### config.mk
export PLATFORM = sky130hd
export DESIGN_NAME = elevator_call_panel
export DESIGN_NICKNAME = d
export VERILOG_FILES = /design/src/rtl/elevator_pkg.sv /design/src/rtl/call_debounce.sv /design/src/rtl/elevator_call_panel.sv
export SDC_FILE = /design/constraint.sdc
export NUM_CORES = 1
export LEC_CHECK = 0
export BUFFER_PORTS_ARGS = -buffer_cell sky130_fd_sc_hd__buf_2
export CAP_MARGIN = 20
export CORE_MARGIN = 2
export CORE_UTILIZATION = 53
export DETAILED_ROUTE_END_ITERATION = 12
export PLACE_DENSITY = 0.72
export SLEW_MARGIN = 20
export SYNTH_ARGS = -nofsm -noshare
export SYNTH_HDL_FRONTEND = slang
export SYNTH_SLANG_ARGS = --single-unit
export TNS_END_PERCENT = 100
### constraint.sdc
create_clock -name clk -period 2.35 [get_ports clk]
set_input_delay 0.47 -clock clk [delete_from_list [all_inputs] [get_ports clk]]
set_output_delay 0.47 -clock clk [all_outputs]
set_load 0.01 [all_outputs]
### src/rtl/elevator_pkg.sv
// Shared definitions for the elevator request side: floor encodings, panel
// states, travel direction and the nearest-call search used by the panel.
package elevator_pkg;

  localparam logic [2:0] FL1 = 3'b001;
  localparam logic [2:0] FL2 = 3'b010;
  localparam logic [2:0] FL3 = 3'b100;

  localparam logic UP = 1'b1;
  localparam logic DN = 1'b0;

  localparam int DEB_CYCLES_DEF = 4;
  localparam int TIMEOUT_DEF    = 255;

  typedef enum logic [1:0] {
    IDLE       = 2'd0,
    ISSUE      = 2'd1,
    WAIT_OPEN  = 2'd2,
    WAIT_CLOSE = 2'd3
  } panel_state_e;

  // Nearest pending floor strictly beyond curIdx in the given direction,
  // optionally also accepting the current floor itself.
  function automatic logic [2:0] nearestCall(input logic [2:0] lamp,
                                             input logic [1:0] curIdx,
                                             input logic       up,
                                             input logic       inclCur);
    logic [2:0] pick;
    logic       inRange;
    pick = '0;
    for (int i = 0; i < 3; i++) begin
      if (i == int'(curIdx)) begin
        inRange = inclCur;
      end else if (up) begin
        inRange = (i > int'(curIdx));
      end else begin
        inRange = (i < int'(curIdx));
      end
      if (lamp[i] && inRange && (!up || pick == 3'b000)) begin
        pick    = '0;
        pick[i] = 1'b1;
      end
    end
    return pick;
  endfunction

endpackage

### src/rtl/call_debounce.sv
// One floor-call button: two-flop synchroniser, stable-sample debounce and a
// single-cycle pulse when the accepted level rises.
module call_debounce #(
  parameter int DEB_CYCLES = 4
) (
  input  logic clk,
  input  logic rst_n,
  input  logic i_btn,
  output logic o_rise
);

  localparam int CW = (DEB_CYCLES > 1) ? $clog2(DEB_CYCLES) : 1;
  localparam logic [CW-1:0] CNT_LAST = CW'(DEB_CYCLES - 1);

  logic          r_sync1;
  logic          r_sync2;
  logic          r_level;
  logic          r_rise;
  logic [CW-1:0] r_cnt;

  // The level flips on the DEB_CYCLES-th consecutive differing sample.
  always_ff @(posedge clk or negedge rst_n) begin
    if (!rst_n) begin
      r_sync1 <= 1'b0;
      r_sync2 <= 1'b0;
      r_level <= 1'b0;
      r_rise  <= 1'b0;
      r_cnt   <= '0;
    end else begin
      r_sync1 <= i_btn;
      r_sync2 <= r_sync1;
      r_rise  <= 1'b0;
      if (r_sync2 == r_level) begin
        r_cnt <= '0;
      end else if (r_cnt == CNT_LAST) begin
        r_cnt   <= '0;
        r_level <= r_sync2;
        r_rise  <= r_sync2;
      end else begin
        r_cnt <= r_cnt + 1'b1;
      end
    end
  end

  assign o_rise = r_rise;

endmodule

### src/rtl/elevator_call_panel.sv
// Request side of the 3-floor elevator: latches debounced calls as lamps and
// hands them one at a time to the controller, watching FLRn/Door for service.
module elevator_call_panel
  import elevator_pkg::*;
#(
  parameter int DEB_CYCLES = DEB_CYCLES_DEF,
  parameter int TIMEOUT    = TIMEOUT_DEF
) (
  input  logic       clk,
  input  logic       Reset,
  input  logic [3:1] Btn,
  input  logic       FLR1,
  input  logic       FLR2,
  input  logic       FLR3,
  input  logic       Door,
  output logic [3:1] Req,
  output logic [3:1] Lamp,
  output logic       Fault
);

  localparam logic [7:0] TMO_LAST = 8'(TIMEOUT - 1);

  logic [2:0]   w_rise;
  logic [2:0]   w_flr;
  logic [2:0]   w_press;
  logic [2:0]   w_clr;
  logic [2:0]   w_selSame;
  logic [2:0]   w_selFlip;
  logic [2:0]   w_lampNext;
  logic [2:0]   w_reqNext;
  logic [2:0]   w_tgtNext;
  logic         w_dirNext;
  logic         w_faultNext;
  logic [7:0]   w_tmoNext;
  panel_state_e w_stateNext;

  logic [2:0]   r_lamp;
  logic [2:0]   r_req;
  logic [2:0]   r_tgt;
  logic [1:0]   r_curIdx;
  logic         r_dir;
  logic         r_fault;
  logic [7:0]   r_tmo;
  panel_state_e r_state;

  for (genvar g = 0; g < 3; g++) begin : g_deb
    call_debounce #(.DEB_CYCLES(DEB_CYCLES)) u_deb (
      .clk   (clk),
      .rst_n (Reset),
      .i_btn (Btn[g+1]),
      .o_rise(w_rise[g])
    );
  end

  assign w_flr     = {FLR3, FLR2, FLR1};
  assign w_press   = w_rise & ~(w_flr & {3{Door}});
  assign w_selSame = nearestCall(r_lamp, r_curIdx, r_dir, 1'b1);
  assign w_selFlip = nearestCall(r_lamp, r_curIdx, ~r_dir, 1'b0);

  // Position only moves on an unambiguous floor indication.
  always_ff @(posedge clk or negedge Reset) begin
    if (!Reset) begin
      r_curIdx <= 2'd0;
    end else begin
      case (w_flr)
        FL1:     r_curIdx <= 2'd0;
        FL2:     r_curIdx <= 2'd1;
        FL3:     r_curIdx <= 2'd2;
        default: r_curIdx <= r_curIdx;
      endcase
    end
  end

  always_ff @(posedge clk or negedge Reset) begin
    if (!Reset) begin
      r_state <= IDLE;
      r_lamp  <= '0;
      r_req   <= '0;
      r_tgt   <= FL1;
      r_dir   <= UP;
      r_fault <= 1'b0;
      r_tmo   <= '0;
    end else begin
      r_state <= w_stateNext;
      r_lamp  <= w_lampNext;
      r_req   <= w_reqNext;
      r_tgt   <= w_tgtNext;
      r_dir   <= w_dirNext;
      r_fault <= w_faultNext;
      r_tmo   <= w_tmoNext;
    end
  end

  // The timeout fires on the cycle the wait count reaches TIMEOUT; a service
  // seen on that same cycle takes precedence.
  always_comb begin
    w_stateNext = r_state;
    w_reqNext   = r_req;
    w_tgtNext   = r_tgt;
    w_dirNext   = r_dir;
    w_faultNext = r_fault;
    w_tmoNext   = r_tmo;
    w_clr       = '0;
    case (r_state)
      IDLE: begin
        w_reqNext = '0;
        if (r_lamp != 3'b000) begin
          if (w_selSame != 3'b000) begin
            w_tgtNext = w_selSame;
          end else begin
            w_tgtNext = w_selFlip;
            w_dirNext = ~r_dir;
          end
          w_reqNext   = w_tgtNext;
          w_tmoNext   = '0;
          w_stateNext = ISSUE;
        end
      end
      ISSUE, WAIT_OPEN: begin
        if (r_state == WAIT_OPEN) begin
          w_reqNext = '0;
        end
        if (r_state == ISSUE && (w_flr & r_tgt) != 3'b000 && Door) begin
          w_clr       = r_tgt;
          w_reqNext   = '0;
          w_stateNext = WAIT_CLOSE;
        end else if (r_tmo == TMO_LAST) begin
          w_faultNext = 1'b1;
          w_clr       = r_tgt;
          w_reqNext   = '0;
          w_stateNext = IDLE;
        end else begin
          w_tmoNext = r_tmo + 8'd1;
          if (r_state == ISSUE && Door) begin
            w_reqNext   = '0;
            w_stateNext = WAIT_OPEN;
          end else if (r_state == WAIT_OPEN && !Door) begin
            w_reqNext   = r_tgt;
            w_stateNext = ISSUE;
          end
        end
      end
      WAIT_CLOSE: begin
        w_reqNext = '0;
        if (!Door) begin
          w_stateNext = IDLE;
        end
      end
      default: begin
        w_reqNext   = '0;
        w_stateNext = IDLE;
      end
    endcase
    w_lampNext = (r_lamp | w_press) & ~w_clr;
  end

  assign Req   = r_req;
  assign Lamp  = r_lamp;
  assign Fault = r_fault;

endmodule

* Word-level counts from Yosys, hierarchy flattened
Cells that the tools add are included.
Operators by class: add/subtract/negate cells 4, order comparisons 5, equality and inequality tests 21, mux-type cells 53, bitwise gates (word level) 13, reductions and logical operators 40
Operators by type and width (number):
- 2-to-1 mux 3 bit | 13
- 2-to-1 mux 2 bit | 13
- 2-to-1 mux 8 bit | 3
- 2-to-1 mux 1 bit | 20
- one-hot mux 8 bit (2 select lines) | 1
- logical AND 1 bit | 14
- bitwise AND 3 bit | 4
- logical NOT 3 bit | 4
- one-hot mux 2 bit (3 select lines) | 2
- nonzero test 3 bit | 4
- == test 2 bit (second input constant) | 5
- one-hot mux 3 bit (3 select lines) | 1
- AND reduction 3 bit | 3
- adder 8 x 1 -> 8 bit (second input constant) | 1
- == test 8 bit (second input constant) | 1
- inequality test 2 bit (second input constant) | 4
- AND reduction 2 bit | 4
- adder 2 x 1 -> 2 bit (second input constant) | 3
- inequality test 6 bit (second input constant) | 1
- inverter 1 bit | 6
- inverter 3 bit | 2
- inequality test 5 bit (second input constant) | 1
- == test 2 bit (first input constant) | 2
- logical NOT 2 bit | 2
- 15 further kinds | 22
Storage, ports and cells: bits in registers 41, input bits 9, logic and storage cells 159

* Logic depth before layout (Yosys ltp)
word-level depth 17, mapped depth 8, mapped depth without buffers 6

* By module
From an unflattened synthesis, not the netlist that was laid out.
Unflattened totals: cells, all modules 200, area total of the unflattened synthesis 2094.5 um^2
By module, submodules not included:
- elevator_call_panel | times used 1, cells each 164, area each 1467.7 um^2, sequential area each 578.1 um^2
- call_debounce | times used 3, cells each 12, area each 209.0 um^2, sequential area each 150.1 um^2

* Worst setup path before layout
Ideal clock, no wire load.
path kind reg-to-reg, from reg r_state[0], to reg r_tmo[2], library setup time 66 ps, data arrival time 2140 ps, data required time 2284 ps, setup slack 144 ps, cell stages (with the launch flop) 9, period minus slack after synthesis 2206 ps, path through dfrtp_1 -> inv_1 -> ha_1 -> or4b_4 -> buf_6 -> and3_1 -> buf_6 -> or4_1 -> nand2_1
On the way: longest elaborated chain between the ends 5, elaborated cells between the ends (all ways) 12, classes of those cells 5 x eq/ne; 1 x mux; 6 x reduce/logical
Ends and longest elaborated chain:
- start: declaration | RTL line elevator_call_panel.sv:44 | panel_state_e r_state;
- start signal: assignment | RTL line elevator_call_panel.sv:84 | r_state <= w_stateNext;
- == test 2 x 1 -> 1 bit | RTL line elevator_call_panel.sv:104, elevator_call_panel.sv:123
- logical AND 1 bit (2 in series) | RTL line elevator_call_panel.sv:123 | if (r_state == ISSUE && (w_flr & r_tgt) != 3'b000 && Door) begin
- inequality test 2 bit (no source line)
- AND reduction 4 bit (no source line)
- end signal: assignment | RTL line elevator_call_panel.sv:90 | r_tmo <= w_tmoNext;
- end: declaration | RTL line elevator_call_panel.sv:43 | logic [7:0] r_tmo;
Parallel ways exist; a longest one is shown, timed or not. A chain may end at the register's enable or synchronous reset.

* Worst setup path after layout
from reg r_state[0], to reg r_state[1]
On the way: longest elaborated chain between the ends 6, elaborated cells between the ends (all ways) 17, classes of those cells 6 x eq/ne; 4 x mux; 7 x reduce/logical
Ends and longest elaborated chain:
- == test 2 x 1 -> 1 bit | RTL line elevator_call_panel.sv:104, elevator_call_panel.sv:123, elevator_call_panel.sv:134
- logical AND 1 bit | RTL line elevator_call_panel.sv:134 | if (r_state == ISSUE && Door) begin
- 2-to-1 mux 2 bit | RTL line elevator_call_panel.sv:134
- 2-to-1 mux 2 bit | RTL line elevator_call_panel.sv:127 | end else if (r_tmo == TMO_LAST) begin
- 2-to-1 mux 2 bit | RTL line elevator_call_panel.sv:123
- one-hot mux 2 bit (3 select lines) | RTL line elevator_call_panel.sv:104 | case (r_state)
Parallel ways exist; a longest one is shown, timed or not.

==> metrics.md <==
| Metric | Value |
|---|---|
| Status | complete, no violations |
| ANT nets after route | 0 |
| Ant. Diodes | 0 |
| Flops & latches, synth | 41 |
| Final Slew Violations | 0 |
| Top_reg_cell synth | dfrtp_1 |
| CTS Buf Count | 5 |
| Gr usage total | 21.0% |
| Final core occ | 63.3% |
| Vias | 1,605 |
| Die ar. | 4400 um^2 |
| Drt drc | 0 |
| Critical Path Start Type | flip-flop |
| Row count | 22 |
| VDD IR-drop max | 0.676 mV |
| Leakage | 1.08 nW |
| Initial antenna violation count | 0 |
| GRT overflow | 0 |
| Hold crit path type | in2async |
| Clock latency on the worst-skew pair | 300 ps |
| Ports | 16 |
| Crit-path max FO | 8 |
| MaxCap Viol Count | 0 |
| I/O Buffers | 15 |
| Post-detail-place hpwl | 2.90 mm |
| Final setup viols | 0 |
| DRT Pass-1 Iters | 4 |
| Pwr per Cell Area | 1210 nW/um^2 |
| Ratio of cells with drive above 1 in the final layout | 20.2% |
| Via/cell ratio | 6.03 |
| F_max | 465 MHz |
| Post-CTS Setup Repair Bufs | 0 |
| Drt wl/cell | 14.9 um |
| CTS max path bufs | 2 |
| Core Area | 3690 um^2 |
| Die Height | 66.4 um |
| Initial core utilization | 55.9% |
| Register area share after synthesis | 49.9% |
| Final wirelength | 3.97 mm |
| CP Capture Type | flip-flop |
| WHS | 275 ps |
| CP Class | reg2reg |
| Final hold violation count | 0 |
| WP data required | 2530 ps |
| Actual slew at the worst max-slew pin | 875 ps |
| Layout area overhead | 13.2% |
| Worst-path clk slew | 80 ps |
| Vias in the first global route | 1,609 |
| Crit path DAT | 2330 ps |
| Syn nets | 212 |
| Synth Area per Inst | 10.6 um^2 |
| Final period util | 91.5% |
| Yosys warns | 0 |
| Post-CTS Hold Buffers | 0 |
| H-tree Lvls | 2 |
| Relative slew slack | 41.7% |
| Final #Nets | 235 |
| Netlist cell types | 52 |
| RSZ-0062 raised after global routing | false |
| CTS sink cnt | 41 |
| First-pass GRT wire length | 6.98 mm |
| Syn Inst Count | 194 |
| GP Congestion | 0.875 |
| Minimum clock period | 2150 ps |
| Largest net degree at the start of global routing | 42 |
| Post-synth ARST share | 100% |
| DR iter-0 viols | 220 |
| Clk root buf | clkbuf_8 |
| CTS tree | yes |
| EDFF count, synth | 0 |
| Die X | 66.4 um |
| Post-Syn Area | 2060 um^2 |
| Total negative setup slack | 0 ps |
| Skew final | 8.13 ps |
flip-flops by register name, summed over array words and instances, names as in the netlist, 2 cells and up:
| name | cells |
|---|---|
| r_tmo | 8 |
| Req | 3 |
| Lamp | 3 |
| g_deb.u_deb.r_sync2 | 3 |
| g_deb.u_deb.o_rise | 3 |
| r_curIdx | 2 |
| g_deb.u_deb.r_level | 3 |
| g_deb.u_deb.r_sync1 | 3 |
| g_deb.u_deb.r_cnt | 6 |
| r_state | 2 |
| r_tgt | 3 |
final cells by class:
| type | count | area (um^2) |
|---|---|---|
| clock buffer | 5 | 68.8 |
| clock inverter | 3 | 46.3 |
| fill | 303 | 1360 |
| inverter | 10 | 37.5 |
| multi-input combinational | 135 | 950 |
| sequential | 41 | 1030 |
| tap | 48 | 60.1 |
| timing repair buffer | 24 | 143 |
per-stage QoR:
step / area (um^2) / setup WS (ps) / power, mW / std cells
6_report: 2330 / 200 / 2.82 / 266
5_1_grt: 2330 / 63.6 / 3.02 / 266
4_1_cts: 2330 / 16.1 / 2.82 / 266
3_5_place_dp: 2210 / 8.73 / 2.25 / 258
3_3_place_gp: 2210 / 190 / 2.17 / 258
2_1_floorplan: 2060 / 144 / 1.89 / 194
worst max-delay path, cell delays in order, from the launching register on:
cell	delay, ps
dfrtp_1	410
inv_1	130
ha_1	200
buf_4	160
nor4b_1	390
nor2_1	90
a22oi_1	300
mux2_2	370
Yosys cell counts (2+ instances only):
| cell type | n | area share [%] |
|---|---|---|
| a311o_1 | 2 | 0.97 |
| nor2b_1 | 3 | 0.91 |
| mux2_2 | 4 | 2.2 |
| and4_1 | 3 | 1.3 |
| nor2_1 | 10 | 1.8 |
| o21ai_0 | 10 | 2.4 |
| nand2_1 | 10 | 1.8 |
| mux2i_1 | 2 | 0.97 |
| and3b_1 | 3 | 1.3 |
| inv_1 | 10 | 1.8 |
| and3_1 | 2 | 0.61 |
| a21boi_0 | 2 | 0.73 |
| clkbuf_1 | 4 | 0.73 |
| o211ai_1 | 3 | 1.1 |
| dfrtp_1 | 39 | 47 |
| o31ai_1 | 3 | 1.1 |
| nor4b_1 | 3 | 1.3 |
| buf_6 | 3 | 1.6 |
| or4_1 | 3 | 1.1 |
| nand3_1 | 6 | 1.5 |
| o32ai_1 | 2 | 0.85 |
| and2_1 | 4 | 1.2 |
| ha_1 | 9 | 5.5 |
| dfstp_2 | 2 | 2.6 |
| a21oi_1 | 16 | 3.9 |
| xnor2_1 | 2 | 0.85 |
| nand4_1 | 5 | 1.5 |
| nor3_1 | 3 | 0.73 |
| or3_1 | 3 | 0.91 |
per-layer routing:
layer  up-vias  global-route usage, %  part of all wire, %
li1        767                      -                    -
met1       769                   24.3                   43
met2        59                   36.0                   48
met3        10                   5.45                  6.9
met4         0                   9.95                  1.9
met5         -                      0                    0
placed cells by master, fill, tap and decap left out, drive strengths merged, types with 4 or more instances in the layout:
master	netlist	routed
clkbuf	4	5
and2	4	4
mux2	4	4
nand4	5	5
nand3	6	6
nor2	10	10
o21ai	10	10
inv	10	10
buf	4	24
a21oi	16	16
ha	9	9
nand2	10	10
dfrtp	39	39
report_power, final:
| part | switching, mW | internal (mW) |
|---|---|---|
| Combinational | 0.585 | 0.544 |
| Clock | 0.257 | 0.318 |
| Sequential | 0.190 | 0.923 |
logic make-up (layout without fill, tap and decap cells):
kind of cell	Yosys count	count (layout)	share of synthesized area [%]
AO/OA/AOI/OAI	50	50	16.1
XOR/XNOR	3	3	1.28
adder cells (fa/ha/maj)	9	9	5.46
buffers and inverters	18	42	4.37
flip-flops	41	41	49.9
multiplexers	6	6	3.16
AND/OR/NAND/NOR	67	67	19.7
final timing paths:
path | to | startpoint | cells past startpoint | slack, ps
worst min-delay path | r_curIdx[1] | Reset | 1 | 280
min in group clk | g_deb[2].u_deb.r_sync1 | Btn[3] | 1 | 280
max in group asynchronous | g_deb[0].u_deb.r_cnt[1] | Reset | 1 | 1510
worst max register to register | r_state[1] | r_state[0] | 7 | 200
worst max-delay path | r_state[1] | r_state[0] | 7 | 200
worst min register to register | g_deb[1].u_deb.r_sync2 | g_deb[1].u_deb.r_sync1 | 0 | 360
timing repair:
item	in CTS	in global routing
resized for setup	0	1
endpoints found under the hold margin	0	0
endpoints found under the setup margin	0	1
(Power assumes the default switching activity.)
